File: src/rtl/spi_target.sv
// SPI mode-0 target: oversamples SCLK/CS_n/MOSI in the wb_clk_i domain and exchanges
// MSB-first bytes through single-entry TX and RX holding registers.
module spi_target #(
  parameter int unsigned SYNC_STAGES = 2,
  parameter logic [7:0]  FILL_BYTE   = 8'hFF
) (
  input  logic       wb_clk_i,
  input  logic       rst_n,
  input  logic       sclk,
  input  logic       cs_n,
  input  logic       mosi,
  output logic       miso,
  output logic       miso_oeb,
  input  logic [7:0] tx_data,
  input  logic       tx_load,
  output logic       tx_empty,
  output logic [7:0] rx_data,
  output logic       rx_valid,
  input  logic       rx_ack,
  output logic       overrun,
  input  logic       ovr_clr,
  output logic       active
);

  typedef enum logic [0:0] {StIdle, StShift} state_e;

  logic [SYNC_STAGES-1:0] sclk_sync_q, cs_sync_q, mosi_sync_q, fill_q;
  logic                   sclk_hist_q, cs_hist_q;
  logic                   sclk_s, cs_s, mosi_s;
  logic                   sclk_rise, sclk_fall, cs_rise, cs_fall;

  state_e      state_q, state_d;
  logic [2:0]  bit_cnt_q, bit_cnt_d;
  logic [7:0]  shift_out_q, shift_out_d;
  logic [6:0]  shift_in_q, shift_in_d;
  logic [7:0]  tx_buf_q, tx_buf_d;
  logic        tx_empty_q, tx_empty_d;
  logic [7:0]  rx_data_q, rx_data_d;
  logic        rx_valid_q, rx_valid_d;
  logic        overrun_q, overrun_d;
  logic        armed_q, armed_d;
  logic        reload, byte_done;

  // fill_q marks when the synchronizers hold real samples rather than reset values,
  // so a CS_n held low across reset release cannot arm the target.
  always_ff @(posedge wb_clk_i) begin
    if (!rst_n) begin
      sclk_sync_q <= '0;
      cs_sync_q   <= '1;
      mosi_sync_q <= '0;
      fill_q      <= '0;
      sclk_hist_q <= 1'b0;
      cs_hist_q   <= 1'b1;
    end else begin
      sclk_sync_q <= {sclk_sync_q[SYNC_STAGES-2:0], sclk};
      cs_sync_q   <= {cs_sync_q[SYNC_STAGES-2:0], cs_n};
      mosi_sync_q <= {mosi_sync_q[SYNC_STAGES-2:0], mosi};
      fill_q      <= {fill_q[SYNC_STAGES-2:0], 1'b1};
      sclk_hist_q <= sclk_s;
      cs_hist_q   <= cs_s;
    end
  end

  assign sclk_s    = sclk_sync_q[SYNC_STAGES-1];
  assign cs_s      = cs_sync_q[SYNC_STAGES-1];
  assign mosi_s    = mosi_sync_q[SYNC_STAGES-1];
  assign sclk_rise = sclk_s & ~sclk_hist_q;
  assign sclk_fall = ~sclk_s & sclk_hist_q;
  assign cs_rise   = cs_s & ~cs_hist_q;
  assign cs_fall   = ~cs_s & cs_hist_q;

  always_comb begin
    state_d     = state_q;
    bit_cnt_d   = bit_cnt_q;
    shift_out_d = shift_out_q;
    shift_in_d  = shift_in_q;
    tx_buf_d    = tx_buf_q;
    tx_empty_d  = tx_empty_q;
    rx_data_d   = rx_data_q;
    rx_valid_d  = rx_valid_q;
    overrun_d   = overrun_q;
    armed_d     = armed_q | (fill_q[SYNC_STAGES-1] & cs_s);
    reload      = 1'b0;
    byte_done   = 1'b0;

    unique case (state_q)
      StIdle: begin
        if (cs_fall && armed_q) begin
          state_d   = StShift;
          bit_cnt_d = 3'd0;
          reload    = 1'b1;
        end
      end
      StShift: begin
        // A CS_n rise takes priority over any coincident SCLK edge.
        if (cs_rise) begin
          state_d   = StIdle;
          bit_cnt_d = 3'd0;
        end else if (sclk_rise) begin
          shift_in_d = {shift_in_q[5:0], mosi_s};
          bit_cnt_d  = bit_cnt_q + 3'd1;
          byte_done  = (bit_cnt_q == 3'd7);
        end else if (sclk_fall) begin
          if (bit_cnt_q == 3'd0) reload = 1'b1;
          else                   shift_out_d = {shift_out_q[6:0], 1'b0};
        end
      end
      default: state_d = StIdle;
    endcase

    // The shifter always sees the pre-load buffer; a coincident tx_load lands afterwards.
    if (reload) begin
      shift_out_d = tx_empty_q ? FILL_BYTE : tx_buf_q;
      tx_empty_d  = 1'b1;
    end
    if (tx_load) begin
      tx_buf_d   = tx_data;
      tx_empty_d = 1'b0;
    end

    if (rx_ack)  rx_valid_d = 1'b0;
    if (ovr_clr) overrun_d  = 1'b0;
    if (byte_done) begin
      rx_data_d  = {shift_in_q, mosi_s};
      rx_valid_d = 1'b1;
      if (rx_valid_q && !rx_ack) overrun_d = 1'b1;
    end
  end

  always_ff @(posedge wb_clk_i) begin
    if (!rst_n) begin
      state_q     <= StIdle;
      bit_cnt_q   <= 3'd0;
      shift_out_q <= 8'h00;
      shift_in_q  <= 7'h00;
      tx_buf_q    <= 8'h00;
      tx_empty_q  <= 1'b1;
      rx_data_q   <= 8'h00;
      rx_valid_q  <= 1'b0;
      overrun_q   <= 1'b0;
      armed_q     <= 1'b0;
    end else begin
      state_q     <= state_d;
      bit_cnt_q   <= bit_cnt_d;
      shift_out_q <= shift_out_d;
      shift_in_q  <= shift_in_d;
      tx_buf_q    <= tx_buf_d;
      tx_empty_q  <= tx_empty_d;
      rx_data_q   <= rx_data_d;
      rx_valid_q  <= rx_valid_d;
      overrun_q   <= overrun_d;
      armed_q     <= armed_d;
    end
  end

  assign active   = (state_q == StShift);
  assign miso_oeb = ~active;
  assign miso     = active ? shift_out_q[7] : 1'b1;
  assign tx_empty = tx_empty_q;
  assign rx_data  = rx_data_q;
  assign rx_valid = rx_valid_q;
  assign overrun  = overrun_q;

endmodule

File: config.mk
export PLATFORM = sky130hd
export DESIGN_NAME = spi_target
export DESIGN_NICKNAME = d
export VERILOG_FILES = /design/src/rtl/spi_target.sv
export SDC_FILE = /design/constraint.sdc
export NUM_CORES = 1
export LEC_CHECK = 0
export CORE_MARGIN = 10
export CORE_UTILIZATION = 40
export CTS_CLUSTER_DIAMETER = 60
export DETAILED_ROUTE_END_ITERATION = 7
export HOLD_SLACK_MARGIN = 0.1
export PLACE_DENSITY = 0.6
export SETUP_SLACK_MARGIN = 0.4
export SYNTH_ARGS = -nofsm -noshare
export SYNTH_HDL_FRONTEND = slang
export SYNTH_SLANG_ARGS = --single-unit
File: constraint.sdc
create_clock -name wb_clk_i -period 1.5 [get_ports wb_clk_i]
set_input_delay 0.3 -clock wb_clk_i [delete_from_list [all_inputs] [get_ports wb_clk_i]]
set_output_delay 0.3 -clock wb_clk_i [all_outputs]
set_load 0.01 [all_outputs]
# Word level (Yosys, flattened, before mapping)
# Cells that the tools add are included.
[op_classes] mux=31 eq_ne=6 add_sub_neg=1 bitwise=12 n_reduce_logical=11
[op_table] operator="$mux 8" count=7
[op_table] operator="$mux 1" count=18
[op_table] operator="$mux 3" count=3
[op_table] operator="$reduce_bool 2->1" count=4
[op_table] operator="$ne 2x1->1 const B" count=3
[op_table] operator="$not 1->1" count=6
[op_table] operator="$pmux 3 s2" count=1
[op_table] operator="$and 1x1->1" count=5
[op_table] operator="$reduce_and 5->1" count=1
[op_table] operator="$pmux 1 s2" count=2
[op_table] operator="$add 3x1->3 const B" count=1
[op_table] operator="$eq 3x3->1 const B" count=1
[op_table] operator="$logic_not 3->1" count=1
[op_table] operator="$ne 3x3->1 const B" count=1
[op_table] operator="$reduce_and 3->1" count=1
[op_table] operator="$logic_and 1x1->1" count=2
[op_table] operator="$ne 2x2->1 const B" count=1
[op_table] operator="$reduce_and 2->1" count=1
[op_table] operator="$logic_not 1->1" count=1
[op_table] operator="$or 1x1->1" count=1
[word_totals] output_inout_bits=14 inputBits=16 register_bits=49

# Longest topological paths before layout
[logic_depth] ltp_word=8 depth_mapped=7 ltp_nobuf=6

# Worst setup path after synthesis
# No wires, ideal clock.
[synth_timing] path_kind="register to register" startpoint="reg bit_cnt_q[0]" endpoint="reg shift_out_q[3]" n_path_buf=1 stages_incl_launch_ff=8 path_slack_ps=105 synth_period_minus_slack_ps=1395 t_arrival_ps=1317 required_time_ps=1421 setup_ps=79 path_cell_list="dfxtp_1 -> inv_1 -> ha_1 -> nand2b_1 -> buf_2 -> o41ai_4 -> nand2_2 -> o221ai_2"
[synth_via] elab_chain_cells=8 word_cells_on_any_way=13 cone_classes="eq/ne: 3; mux: 6; reduce/logical: 4"
[synth_rtl] item="start: declaration" line="33" rtl="logic [2:0] bit_cnt_q, bit_cnt_d;"
[synth_rtl] item="start signal: assignment" line="144" rtl="bit_cnt_q <= bit_cnt_d;"
[synth_rtl] item="$logic_not 3->1 *" line="104" rtl="if (bit_cnt_q == 3'd0) reload = 1'b1;"
[synth_rtl] item="$mux 1" line="104"
[synth_rtl] item="$mux 1" line="103" rtl="end else if (sclk_fall) begin"
[synth_rtl] item="$mux 1" line="99" rtl="end else if (sclk_rise) begin"
[synth_rtl] item="$mux 1" line="96" rtl="if (cs_rise) begin"
[synth_rtl] item="$pmux 1 s2" line="86" rtl="unique case (state_q)"
[synth_rtl] item="$ne 2x2->1 (no line), or another cell as far along"
[synth_rtl] item="$reduce_and 5->1 (no line)"
[synth_rtl] item="end signal: assignment" line="145" rtl="shift_out_q <= shift_out_d;"
[synth_rtl] item="end: declaration" line="34" rtl="logic [7:0] shift_out_q, shift_out_d;"
# Every way passes the cells marked *; elsewhere a longest branch is shown, timed or not.
# A chain may end at the register's enable or synchronous reset.

# Worst setup path after layout
[layout_timing] startpoint="reg cs_sync_q[1]" endpoint="reg shift_out_q[2]"
[layout_via] elab_chain_cells=7 word_cells_on_any_way=14 cone_classes="eq/ne: 3; mux: 4; bitwise: 3; reduce/logical: 4"
[layout_rtl] item="start: declaration" line="27" rtl="logic [SYNC_STAGES-1:0] sclk_sync_q, cs_sync_q, mosi_sync_q, fill_q;"
[layout_rtl] item="start signal: assignment" line="56" rtl="cs_sync_q <= {cs_sync_q[SYNC_STAGES-2:0], cs_n};"
[layout_rtl] item="$not 1->1" line="70" rtl="assign cs_fall = ~cs_s & cs_hist_q;"
[layout_rtl] item="$and 1x1->1" line="70"
[layout_rtl] item="$logic_and 1x1->1" line="88" rtl="if (cs_fall && armed_q) begin"
[layout_rtl] item="$mux 1" line="88"
[layout_rtl] item="$pmux 1 s2" line="86"
[layout_rtl] item="$ne 2x2->1 (no line), or another cell as far along"
[layout_rtl] item="$reduce_and 5->1 (no line)"
# Parallel ways exist; a longest one is shown, timed or not.

==> flow_summary.toml <==
[worst_setup_path]
path_cells = "nor2b_4 > o41ai_4 > buf_4 > nand2_8 > o221ai_2"
path_max_fanout = 7
path_class = "reg -> reg"
crit_slowest_cell = "dfxtp_4"
max_stage_delay_ns = 0.37
required_ns = 1.73
startpoint_type = "flip-flop"
end_kind = "flip-flop"
arrival_ns = 1.55

[clock_network]
path_clk_slew_ns = 0.08
clock_latency_ns = 0.30
cts_buffer_depth = 2
cts_inserted_buffers = 5
tritoncts = "yes"
cts_root_buf = "clkbuf_8"
clock_sinks = 49
postCtsHoldBufs = 0
htreeDepth = 2

[cells_and_area]
n_antenna_cell = 0
nets = 273
area_growth_pct = 52.1
regArea_um2 = 1010
multi_input_area_um2 = 1090
fill_cells = 368
layout-drive-gt1-share = 0.475

[global_route]
grt_usage = 0.124
first_global_vias = 1562
antenna_found_initial = 0
grt_pass1_wl_um = 7620
grt_overflow = 0
grt_max_degree = 25

[sta]
clock.fmax_mhz = 756
fin_crit_ns = 1.32
post-route-period-util = 0.882
final.setup_skew_ns = 0.0105
hold_viol = 0
maxSlewViolCount = 0
relSlewSlack = 0.833
rsz0062_at_grt = "yes"
fin_setup_tns_ns = 0
setup_viol = 0
worst_slew_pin_slew_ns = 0.250

[logic_synthesis]
syn-num-nets = 224
synth_area_um2 = 1880
synth_edf_count = 0
ys_ff_latch = 49
ys_seq_area_frac = 0.521
yosysUniqueCellTypes = 29
ys_async_sr_fraction = 0
yosysWarnings = 0
syn_area_per_cell_um2 = 9.18
syn_inst = 205
ys.flop_type = "dfxtp_1"

[die]
die_h_um = 88.6
rows = 24
ios = 30
start_util = 0.423
dieWidth_um = 88.6
dieArea_um2 = 7850
design.core.area_um2 = 4440

[pwr]
power.density_nw_per_um2 = 924
p_leak_nw = 1.07
power.switching_mw = 0.545
p_seq_frac = 0.512
power_mw = 2.64
power.share.clock = 0.412
combPwrFrac = 0.076
power_switching_share = 0.206
peakVddDrop_mv = 0.643
p_int_mw = 2.10

[routing]
drt_iter0_drc = 60
wl_per_cell_um = 16.3
drc = 0
antenna_left = 0
drt-pass1-iter-count = 4
viasPerCell = 5.26
vias = 1614
routed_wl_um = 5010

[place]
gp_congestion = 0.737
place_hpwl_um = 2970
port_buffers = 29

[run_status]
status = "finished clean"

[hold_path]
hold_path_class = "reg -> reg"

[run]
cap_violations = 0
## stage by stage
stage | utilization | worst slack [ns] | hold slack, ns | instances | area (um2)
6_report | 0.644 | 0.177 | 0.415 | 307 | 2860
5_1_grt | 0.644 | 0.122 | 0.428 | 307 | 2860
4_1_cts | 0.584 | 0.0972 | 0.416 | 301 | 2600
3_5_place_dp | 0.513 | 0.0456 | 0.397 | 282 | 2280
3_3_place_gp | 0.513 | 0.0880 | 0.394 | 282 | 2280
2_1_floorplan | - | 0.204 | 0.328 | 205 | 1920
## routing by layer
layer / track usage / routed length (um) / up-vias
li1: - / - / 815
met3: 0.0414 / 225 / 8
met5: 0 / 0 / -
met1: 0.140 / 2110 / 760
met4: 0.0499 / 87 / 0
met2: 0.212 / 2590 / 31
## logic make-up after synthesis
group | Yosys count | synth area share
buffers and inverters | 19 | 0.0439
flip-flops | 49 | 0.521
multiplexers | 8 | 0.0426
adder cells (fa/ha/maj) | 3 | 0.0199
AND/OR/NAND/NOR | 91 | 0.243
AO/OA/AOI/OAI | 35 | 0.129
## repair_timing
| action | CTS | global route |
|---|---|---|
| cloned | 4 | 0 |
| setup endpoints to repair | 43 | 42 |
| buffers inserted | 7 | 6 |
| gates resized for setup | 97 | 63 |
| pin swaps | 10 | 20 |
## synthesized netlist by cell type (all sizes together) (2+ instances only)
| master | count | area, um2 |
|---|---|---|
| clkbuf | 10 | 37.5 |
| nor2 | 20 | 75.1 |
| nor2b | 2 | 15.0 |
| nand3 | 17 | 85.1 |
| nand2b | 8 | 50.1 |
| buf | 5 | 30.0 |
| nand2 | 25 | 96.4 |
| mux2i | 8 | 80.1 |
| nand3b | 2 | 15.0 |
| ha | 3 | 37.5 |
| nand4 | 8 | 56.3 |
| inv | 4 | 15.0 |
| and2 | 6 | 37.5 |
| a32oi | 2 | 17.5 |
| o221ai | 7 | 67.6 |
| dfxtp | 49 | 981 |
| o21ai | 10 | 50.1 |
| a21oi | 13 | 65.1 |
## path summary, 6_finish.rpt
| kind | startpoint | slack, ns | endpoint | depth (start not counted) |
|---|---|---|---|---|
| max | cs_sync_q[1]$_SDFF_PN1_ | 0.18 | shift_out_q[2]$_SDFFE_PN0P_ | 5 |
| min | cs_sync_q[0]$_SDFF_PN1_ | 0.41 | cs_sync_q[1]$_SDFF_PN1_ | 1 |
| max reg2reg | cs_sync_q[1]$_SDFF_PN1_ | 0.18 | shift_out_q[2]$_SDFFE_PN0P_ | 5 |
| min reg2reg | cs_sync_q[0]$_SDFF_PN1_ | 0.41 | cs_sync_q[1]$_SDFF_PN1_ | 1 |
## final cells by class
| class | count | share of cell area |
|---|---|---|
| well taps | 52 | 0.0227 |
| clock inverters | 3 | 0.0227 |
| repair buffers | 56 | 0.188 |
| flip-flops and latches | 49 | 0.354 |
| multi-input cells | 138 | 0.383 |
| clock buffers | 5 | 0.0240 |
| inverters | 4 | 0.00612 |
## state kept, by name, indices dropped and copies added, names as in the netlist, 2 cells and up
name and count:
mosi_sync_q 2, fill_q 2, shift_out_q 8, shift_in_q 7, cs_sync_q 2, tx_buf_q 8
bit_cnt_q 3, sclk_sync_q 2, rx_data 8
## power by group through the flow
stage               clock, mW  combinational (mW)  sequential [mW]
floorplan                   0              0.0864             1.38
CTS                      1.12               0.180             1.35
global route             1.17               0.218             1.36
detailed placement          0               0.163             1.38
finish                   1.09               0.201             1.35
global placement            0               0.161             1.38
## cells in the final DEF (no fill, tap or decap), types with 3 or more instances in the layout
cell type and instances:
clkdlybuf4s50_1 15, nor2_1 19, dfxtp_2 16, ha_4 3, clkbuf_8 5, buf_6 20
a21oi_2 9, buf_4 17, nand2b_4 4, buf_2 3, nand2_1 13, and2_1 6
nand4_1 7, nand2b_1 4, o21ai_0 5, dfxtp_4 3, a21oi_1 3, o21ai_1 4
dfxtp_1 30, mux2i_1 8, o221ai_2 7, inv_2 3, nand3_1 16, nand2_2 11
## critical path: cells and delay by family, from the launching register on
kind            cells  cell delay [ns]
compound gates      2             0.46
buf+inv             1             0.19
flops               1             0.37
simple gates        2             0.22
(Power assumes the default switching activity.)
==> edit, RTL diff (config.mk and constraints unchanged) <==
`SYNC_STAGES`: 2 -> 4.
--- a/src/rtl/spi_target.sv
+++ b/src/rtl/spi_target.sv
@@ -1,7 +1,7 @@
 // SPI mode-0 target: oversamples SCLK/CS_n/MOSI in the wb_clk_i domain and exchanges
 // MSB-first bytes through single-entry TX and RX holding registers.
 module spi_target #(
-  parameter int unsigned SYNC_STAGES = 2,
+  parameter int unsigned SYNC_STAGES = 4,
   parameter logic [7:0]  FILL_BYTE   = 8'hFF
 ) (
   input  logic       wb_clk_i,
Formal check against the unedited RTL: not equivalent (Yosys sat finds a counterexample within 10 cycles, from zero or initial values and one cycle with rst_n low).
==> edit against the original RTL <==
- the run now ends with setup timing left
- total power is 20% higher
- routed wire length is 12% higher
- worst hold slack got worse by 0.010 ns
- largest cell class unchanged
- sequential cell count grew 8
- core utilization about the same
- combinational power is 11% lower
- design area grew 23%
- worst setup slack worse by 0.18 ns
- area after synthesis increased by 18%
==> edit: results (changes against the original RTL) <==
status complete, but fails checks; failing checks setup timing; Setup WS post-layout -0.00315 ns (-0.180 ns); relative slew slack 76.9% (-6.4 points); postcts setup bufs 15 (+8); Clk pin slew, worst setup/hold paths 0.06 ns (-0.02 ns); post-DR wirelength/cell 15.4 um (-5.8%); Synth Area per Inst 10.0 sq um (+9.4%); post-synthesis mux area share 3.59% (-0.66 points); vias in the first global route 1796 (+15%); WL met1 2.24 mm (+6.5%); Mapped Nets 241 (+7.6%); FF+latch area 1160 sq um (+15%); largest net degree at the start of global routing 38 (+52%); GPL Wtd Cong 0.710 (-3.8%); share of cells above drive strength 1 51.7% (+4.2 points); routed wire length 5.63 mm (+12%); largest cells by area after synthesis dfxtp_1 51%, o221ai_2 4.7%, a21oi_1 4.5%; placed insts 327 (+16%); GRT Total Usage 12.4% (about the same); placed cell areas 2680 sq um (+18%); Crit path arrival time 1.77 ns (+0.22 ns); Seq/Total Area, Yosys 51.2% (-0.95 points); Initial DRC Count 53 (-12%); clk_lat worst skew 0.34 ns (+0.04 ns); first-pass GRT wire length 8.56 mm (+12%); Final setup viols 1 (+1); DR WL met3 298 um (+32%)
[edit: changes by cell type after synthesis, moves of 2 or more]
cell | before | now
o21ai_0 | 10 | 2
o221ai_1 | 6 | 0
clkbuf_1 | 10 | 6
o221ai_2 | 1 | 7
and2_1 | 6 | 12
dfxtp_1 | 49 | 57
buf_6 | 0 | 2
a21oi_1 | 13 | 20
buf_2 | 3 | 0
clkbuf_8 | 0 | 4
[edit: cell type report]
class	count	area share (%)
clock buffers	10	3.90
clock inverters	5	1.60
inverters	4	0.497
multi-input cells	146	35.7
flip-flops and latches	57	33.0
well taps	72	2.56
repair buffers	72	22.8
[edit: per-layer routing]
metal	up-vias	track usage, %
li1	906	-
met1	862	13.5
met2	38	21.1
met3	16	4.28
met4	0	6.36
met5	-	0
[edit: cells by family after synthesis]
group,after synthesis
compound gates,35
simple gates,99
buf+inv,20
mux,8
fa+ha+maj,3
flops,57
[edit: worst paths after layout]
check	startpoint	end	slack, ns	cells past startpoint
max	bit_cnt_q[0]$_SDFFE_PN0P_	shift_out_q[7]$_SDFFE_PN0P_	-0.003	6
min	cs_sync_q[1]$_SDFF_PN1_	cs_sync_q[2]$_SDFF_PN1_	0.40	1
max reg2reg	bit_cnt_q[0]$_SDFFE_PN0P_	shift_out_q[7]$_SDFFE_PN0P_	-0.003	6
min reg2reg	cs_sync_q[1]$_SDFF_PN1_	cs_sync_q[2]$_SDFF_PN1_	0.40	1
[edit: where the power goes]
part / internal, mW / switching [mW] / leakage [nW] / total (mW)
combinational: 0.0973 / 0.0814 / 0.832 / 0.179
clock: 0.799 / 0.631 / 0.0981 / 1.43
sequential: 1.54 / 0.0141 / 0.470 / 1.56
total: 2.44 / 0.727 / 1.40 / 3.17
